### src/rtl/imm_gen_pipe.sv
// Pipelined RV immediate generator: combinational decode of I/S/B/U/J formats,
// one output register plus one skid register, and a saturating illegal-select counter.
module imm_gen_pipe #(
  parameter int XLEN  = 32,
  parameter int CNT_W = 8
) (
  input  logic             clk,
  input  logic             rst,
  input  logic             in_valid,
  output logic             in_ready,
  input  logic [31:0]      instr,
  input  logic [2:0]       imm_src,
  output logic             out_valid,
  input  logic             out_ready,
  output logic [XLEN-1:0]  imm_out,
  output logic             imm_err,
  output logic [CNT_W-1:0] err_cnt
);

  function automatic logic signed [XLEN-1:0] sext32(input logic [31:0] v);
    logic signed [31:0] s;
    s = v;
    return XLEN'(s);
  endfunction

  function automatic logic [CNT_W-1:0] sat_inc(input logic [CNT_W-1:0] c);
    return (c == '1) ? c : c + CNT_W'(1);
  endfunction

  logic signed [XLEN-1:0] dec_imm;
  logic                   dec_err;

  logic                   m_vld_q, m_vld_d;
  logic signed [XLEN-1:0] m_imm_q, m_imm_d;
  logic                   m_err_q, m_err_d;
  logic                   s_vld_q, s_vld_d;
  logic signed [XLEN-1:0] s_imm_q, s_imm_d;
  logic                   s_err_q, s_err_d;
  logic [CNT_W-1:0]       cnt_q, cnt_d;

  logic in_fire, out_fire, advance;

  // Input side: decode of the presented instruction
  always_comb begin
    dec_imm = '0;
    dec_err = 1'b0;
    case (imm_src)
      3'b000:  dec_imm = sext32({{20{instr[31]}}, instr[31:20]});
      3'b001:  dec_imm = sext32({{20{instr[31]}}, instr[31:25], instr[11:7]});
      3'b010:  dec_imm = sext32({{19{instr[31]}}, instr[31], instr[7], instr[30:25],
                                 instr[11:8], 1'b0});
      3'b011:  dec_imm = sext32({instr[31:12], 12'b0});
      3'b100:  dec_imm = sext32({{11{instr[31]}}, instr[31], instr[19:12], instr[20],
                                 instr[30:21], 1'b0});
      default: dec_err = 1'b1;
    endcase
  end

  assign in_ready  = !s_vld_q && !rst;
  assign in_fire   = in_valid && in_ready;
  assign out_fire  = m_vld_q && out_ready;
  assign advance   = out_fire || !m_vld_q;

  always_comb begin
    m_vld_d = m_vld_q;
    m_imm_d = m_imm_q;
    m_err_d = m_err_q;
    s_vld_d = s_vld_q;
    s_imm_d = s_imm_q;
    s_err_d = s_err_q;
    cnt_d   = cnt_q;
    if (advance) begin
      if (s_vld_q) begin
        m_vld_d = 1'b1;
        m_imm_d = s_imm_q;
        m_err_d = s_err_q;
        s_vld_d = 1'b0;
      end else if (in_fire) begin
        m_vld_d = 1'b1;
        m_imm_d = dec_imm;
        m_err_d = dec_err;
      end else begin
        m_vld_d = 1'b0;
      end
    end else if (in_fire) begin
      // Output stalled: park the new result in the skid slot
      s_vld_d = 1'b1;
      s_imm_d = dec_imm;
      s_err_d = dec_err;
    end
    if (in_fire && dec_err) cnt_d = sat_inc(cnt_q);
  end

  // Output stage and skid control
  always_ff @(posedge clk) begin
    if (rst) begin
      m_vld_q <= 1'b0;
      m_imm_q <= '0;
      m_err_q <= 1'b0;
      s_vld_q <= 1'b0;
      cnt_q   <= '0;
    end else begin
      m_vld_q <= m_vld_d;
      m_imm_q <= m_imm_d;
      m_err_q <= m_err_d;
      s_vld_q <= s_vld_d;
      cnt_q   <= cnt_d;
    end
  end

  // Skid payload is qualified by s_vld_q, so it needs no reset
  always_ff @(posedge clk) begin
    s_imm_q <= s_imm_d;
    s_err_q <= s_err_d;
  end

  assign out_valid = m_vld_q;
  assign imm_out   = m_imm_q;
  assign imm_err   = m_err_q;
  assign err_cnt   = cnt_q;

endmodule

### config.mk
export PLATFORM = sky130hd
export DESIGN_NAME = imm_gen_pipe
export DESIGN_NICKNAME = d
export VERILOG_FILES = /design/src/rtl/imm_gen_pipe.sv
export SDC_FILE = /design/constraint.sdc
export NUM_CORES = 1
export LEC_CHECK = 0
export BUFFER_PORTS_ARGS = -buffer_cell sky130_fd_sc_hd__buf_2
export CAP_MARGIN = 20
export CORE_ASPECT_RATIO = 0.75
export CORE_UTILIZATION = 25
export DETAILED_ROUTE_END_ITERATION = 6
export GPL_TIMING_DRIVEN = 0
export HOLD_SLACK_MARGIN = 0.08
export PLACE_DENSITY = 0.51
export REMOVE_ABC_BUFFERS = 1
export SLEW_MARGIN = 10
export SYNTH_ARGS = -nofsm -noshare
export SYNTH_HDL_FRONTEND = slang
export SYNTH_SLANG_ARGS = --single-unit
export TNS_END_PERCENT = 1
### constraint.sdc
create_clock -name clk -period 3.05 [get_ports clk]
set_input_delay 0.7625 -clock clk [delete_from_list [all_inputs] [get_ports clk]]
set_output_delay 0.7625 -clock clk [all_outputs]
set_load 0.05 [all_outputs]
After elaboration in Yosys (flattened, before gate mapping)
Index checks and enable logic that the tools add are counted.

cells by class
  add/subtract/negate cells = 1
  multiplexer cells = 8
  reductions and logical operators = 15
  bitwise gates (word level) = 2
  equal/unequal tests = 5

operators with widths
  kind                                                                    number
  32-bit case mux with 5 select lines                                     1
  32-bit two-way mux                                                      2
  8-bit by 1-bit adder with 8-bit output (second input constant)          1
  8-bit equality test (second input constant)                             1
  3-bit by 2-bit equality test with 1-bit output (second input constant)  2
  2-bit AND reduction                                                     3
  1-bit two-way mux                                                       5
  5-bit OR reduction                                                      1
  1-bit logical AND                                                       4
  3-bit by 1-bit equality test with 1-bit output (second input constant)  1
  3-bit equality test (second input constant)                             1
  1-bit zero test                                                         3
  3-bit zero test                                                         1
  1-bit inverter                                                          2
  2-bit nonzero test                                                      1
  2-bit OR reduction                                                      1
  1-bit logical OR                                                        1

word-level totals
  bits of input ports = 39
  register bits = 76
  word-level logic and storage cells = 38

Depth between registers and ports, before layout
  word-level depth = 5
  depth in mapped cells = 7

Worst setup path before layout
Ideal clock, no wire load.

  path type = in2reg
  from = input rst
  to = register s_err_q, enable pin
  data arrival time = 2.675 ns
  path slack = -0.048 ns
  stages on the path = 3
  path buffers = 1
  library setup time = 0.423 ns
  required time = 2.627 ns
  cells stage by stage = buf_6 -> or3b_4 -> nor2_1

between the ends
  word-level cells in the longest chain between the ends = 4

ends and longest elaborated chain
  item                           RTL line  RTL
  from (decl)                    8         input logic rst,
  1-bit zero test                59        assign in_ready = !s_vld_q && !rst;
  1-bit logical AND              59
  1-bit logical AND              60        assign in_fire = in_valid && in_ready;
  2-bit AND reduction (no line)  -
  to (signal assigned)           114       s_err_q <= s_err_d;
  to (decl)                      38        logic s_err_q, s_err_d;

No other way between the ends.
A chain may end at the register's enable or synchronous reset.

Final worst setup path
  from = input rst
  to = output in_ready

between the ends
  word-level cells in the longest chain between the ends = 2

ends and longest elaborated chain
  item               RTL line  RTL
  1-bit zero test    59
  1-bit logical AND  59
  to (decl)          10        output logic in_ready,

No other way between the ends.

==> out/results.ini <==
[status]
outcome=finished clean

[min_path]
hold_class=register to register

[grt]
grt_pass1_vias=2943
grt_max_degree=55
grt.total_usage_pct=13.7
antenna_found_initial=0
grt_overflow=0
grt_pass1_wl_mm=15.7

[route]
drt_wl_total_mm=9.49
vias=2895
dr.pass1.iters=4
avgViaCountPerCell=4.94
drc=0
drt-initial-drc-count=139
routedWlPerCell_um=16.2
drt.antenna.violating_nets=0

[critical_path]
cpPeakStageDelay_ps=540
critical_path.slowest_cell=nor2_2
crit_arrival_ps=2070
crit_type=input port to output port
path_buf_inv=2
end_kind=output port
crit_required_ps=2290
path_delay_family=buffers and inverters
worst-path-max-fanout=54
critPathLaunchType=input port
worstPathCellList=clkbuf_4, nor2_2, buf_2

[floorplanning]
rows=37
coreArea_um2=13800
die_w_um=140
die-area_um2=14800
initial_utilization_pct=25.8
ioPinCount=82
die_h_um=106

[synth]
synth_cells=345
ys_seq_area_share_pct=51.8
yosys.cell_types.count=54
ys_async_sr_fraction_pct=0
yosysWarningCount=0
synth-edff-count=33
ys_top_cells_by_area=edfxtp_1, dfxtp_1, nand2_1
synth_common_cells=nand2_1, dfxtp_1, edfxtp_1
ys.flop_type=dfxtp_1
synth.top_cell.area_share_pct=27.7
synth.most_common_cell=nand2_1
ys_ff_latch=76
syn_area_um2=3580
yosysTopAreaCell=edfxtp_1
syn_avg_cell_area_um2=10.4

[sta]
max_freq_mhz=353
fin_crit_sh_pct=93.0
clock_skew_ps=3.32
relSlewSlack_pct=32.6
fin_crit_ps=2840
finalMaxSlewViolations=0
grt_setup_unrepaired=no
setup_violations=0
tightest_slew_ps=1010
hold_viol_final=0

[layout]
final_util_pct=31.8
area_delta_synth_final_pct=23.2
area.sequential_um2=1850
antennaDiodeCount=0
multi_input_area_um2=1610
nFillCells=1454
final_nets=446
drive_gt1_share_pct=27.3

[clock_tree]
clk_pin_slew_ps=60
clockRootBuffer=clkbuf_16
cts_made_buffers=9
tritoncts=built
clkSinkCount=76
post_cts_buffers=0
clk_path_buf_depth=2
clkLatencyLatePin_ps=330
h-tree-depth=3

[placement]
io_buffers=74
dp_hpwl_mm=6.28
gp_congestion=0.680

[job]
drv_cap=0

[power]
powerDensity_nw_per_um2=579
p_leak_nw=1.79
finalPower_mw=2.55
max-vdd-ir-drop_mv=0.347

## layer usage
metal | part of all wire, % | wire (um) | global-route usage, %
met4 | 0.86 | 82 | 3.38
met1 | 50 | 4700 | 18.3
met5 | 0 | 0 | 0
met2 | 45 | 4240 | 21.5
met3 | 4.9 | 465 | 4.18
## cells in the final DEF (no fill, tap or decap), types with 3 or more instances in the layout
cell type	n
mux2i_1	3
and3_1	11
nor3b_1	11
a311o_1	9
dfxtp_1	42
nor2b_1	10
and2_1	3
nor2_1	16
edfxtp_1	33
nand2b_1	11
nand2_1	45
nor2_2	3
clkbuf_16	9
a221oi_1	5
a211oi_1	3
nor3_2	4
nand3_1	10
o41ai_1	5
a22o_1	4
nor3_1	19
buf_2	73
a21oi_1	14
a221oi_2	6
nand3b_1	5
a21o_1	8
a32o_1	10
## cell families after synthesis
family,share of synthesized area (%)
muxes,0.840
AOI/OAI and AO/OA,19.1
xor gates and xnor gates,0.490
and+or+nand+nor,23.6
DFF,51.8
buffers and inverters,3.81
adders and majority gates,0.350
## registers in the layout, indices dropped and copies added, names as in the netlist
name / count
imm_err: 1
imm_out: 32
s_err_q: 1
out_valid: 1
s_vld_q: 1
s_imm_q: 32
err_cnt: 8
## report_power, final
| part | switching [mW] | total [mW] | leakage [nW] | internal, mW |
|---|---|---|---|---|
| combinational | 0.255 | 0.358 | 0.992 | 0.103 |
| sequential | 0.0163 | 1.12 | 0.652 | 1.10 |
| clock | 0.405 | 1.08 | 0.147 | 0.671 |
## what timing repair did
item / CTS / global route
hold buffers: 0 / 0
gates resized for setup: 1 / 1
gates cloned: 0 / 0
endpoints found under the setup margin: 1 / 1
## stage by stage
stage	instances	area (um2)	hold WS, ps	setup TNS [ps]	worst slack [ps]
after floorplan	319	3450	506	-2850	-86.4
after global placement	568	4040	448	-54760	-1450
after detailed placement	570	4100	454	-436	-149
after CTS	586	4400	468	0	87.6
after global routing	586	4400	476	0	102
final	586	4400	462	0	215
## path summary, 6_finish.rpt
| check | startpoint | end | slack, ps | cells past startpoint |
|---|---|---|---|---|
| max | rst | in_ready | 210 | 3 |
| min | imm_out[27] | imm_out[27] | 460 | 1 |
| max reg2reg | s_vld_q | imm_out[16] | 820 | 4 |
| min reg2reg | imm_out[27] | imm_out[27] | 460 | 1 |
## layout make-up
type / instances / area share (%)
timing repair buffer: 76 / 9.38
inverter: 3 / 0.256
clock buffer: 11 / 5.74
sequential: 76 / 42.1
tap: 175 / 4.97
multi-input combinational: 240 / 36.4
clock inverter: 5 / 1.14
Note: power is estimated with default switching activity, not from simulation.
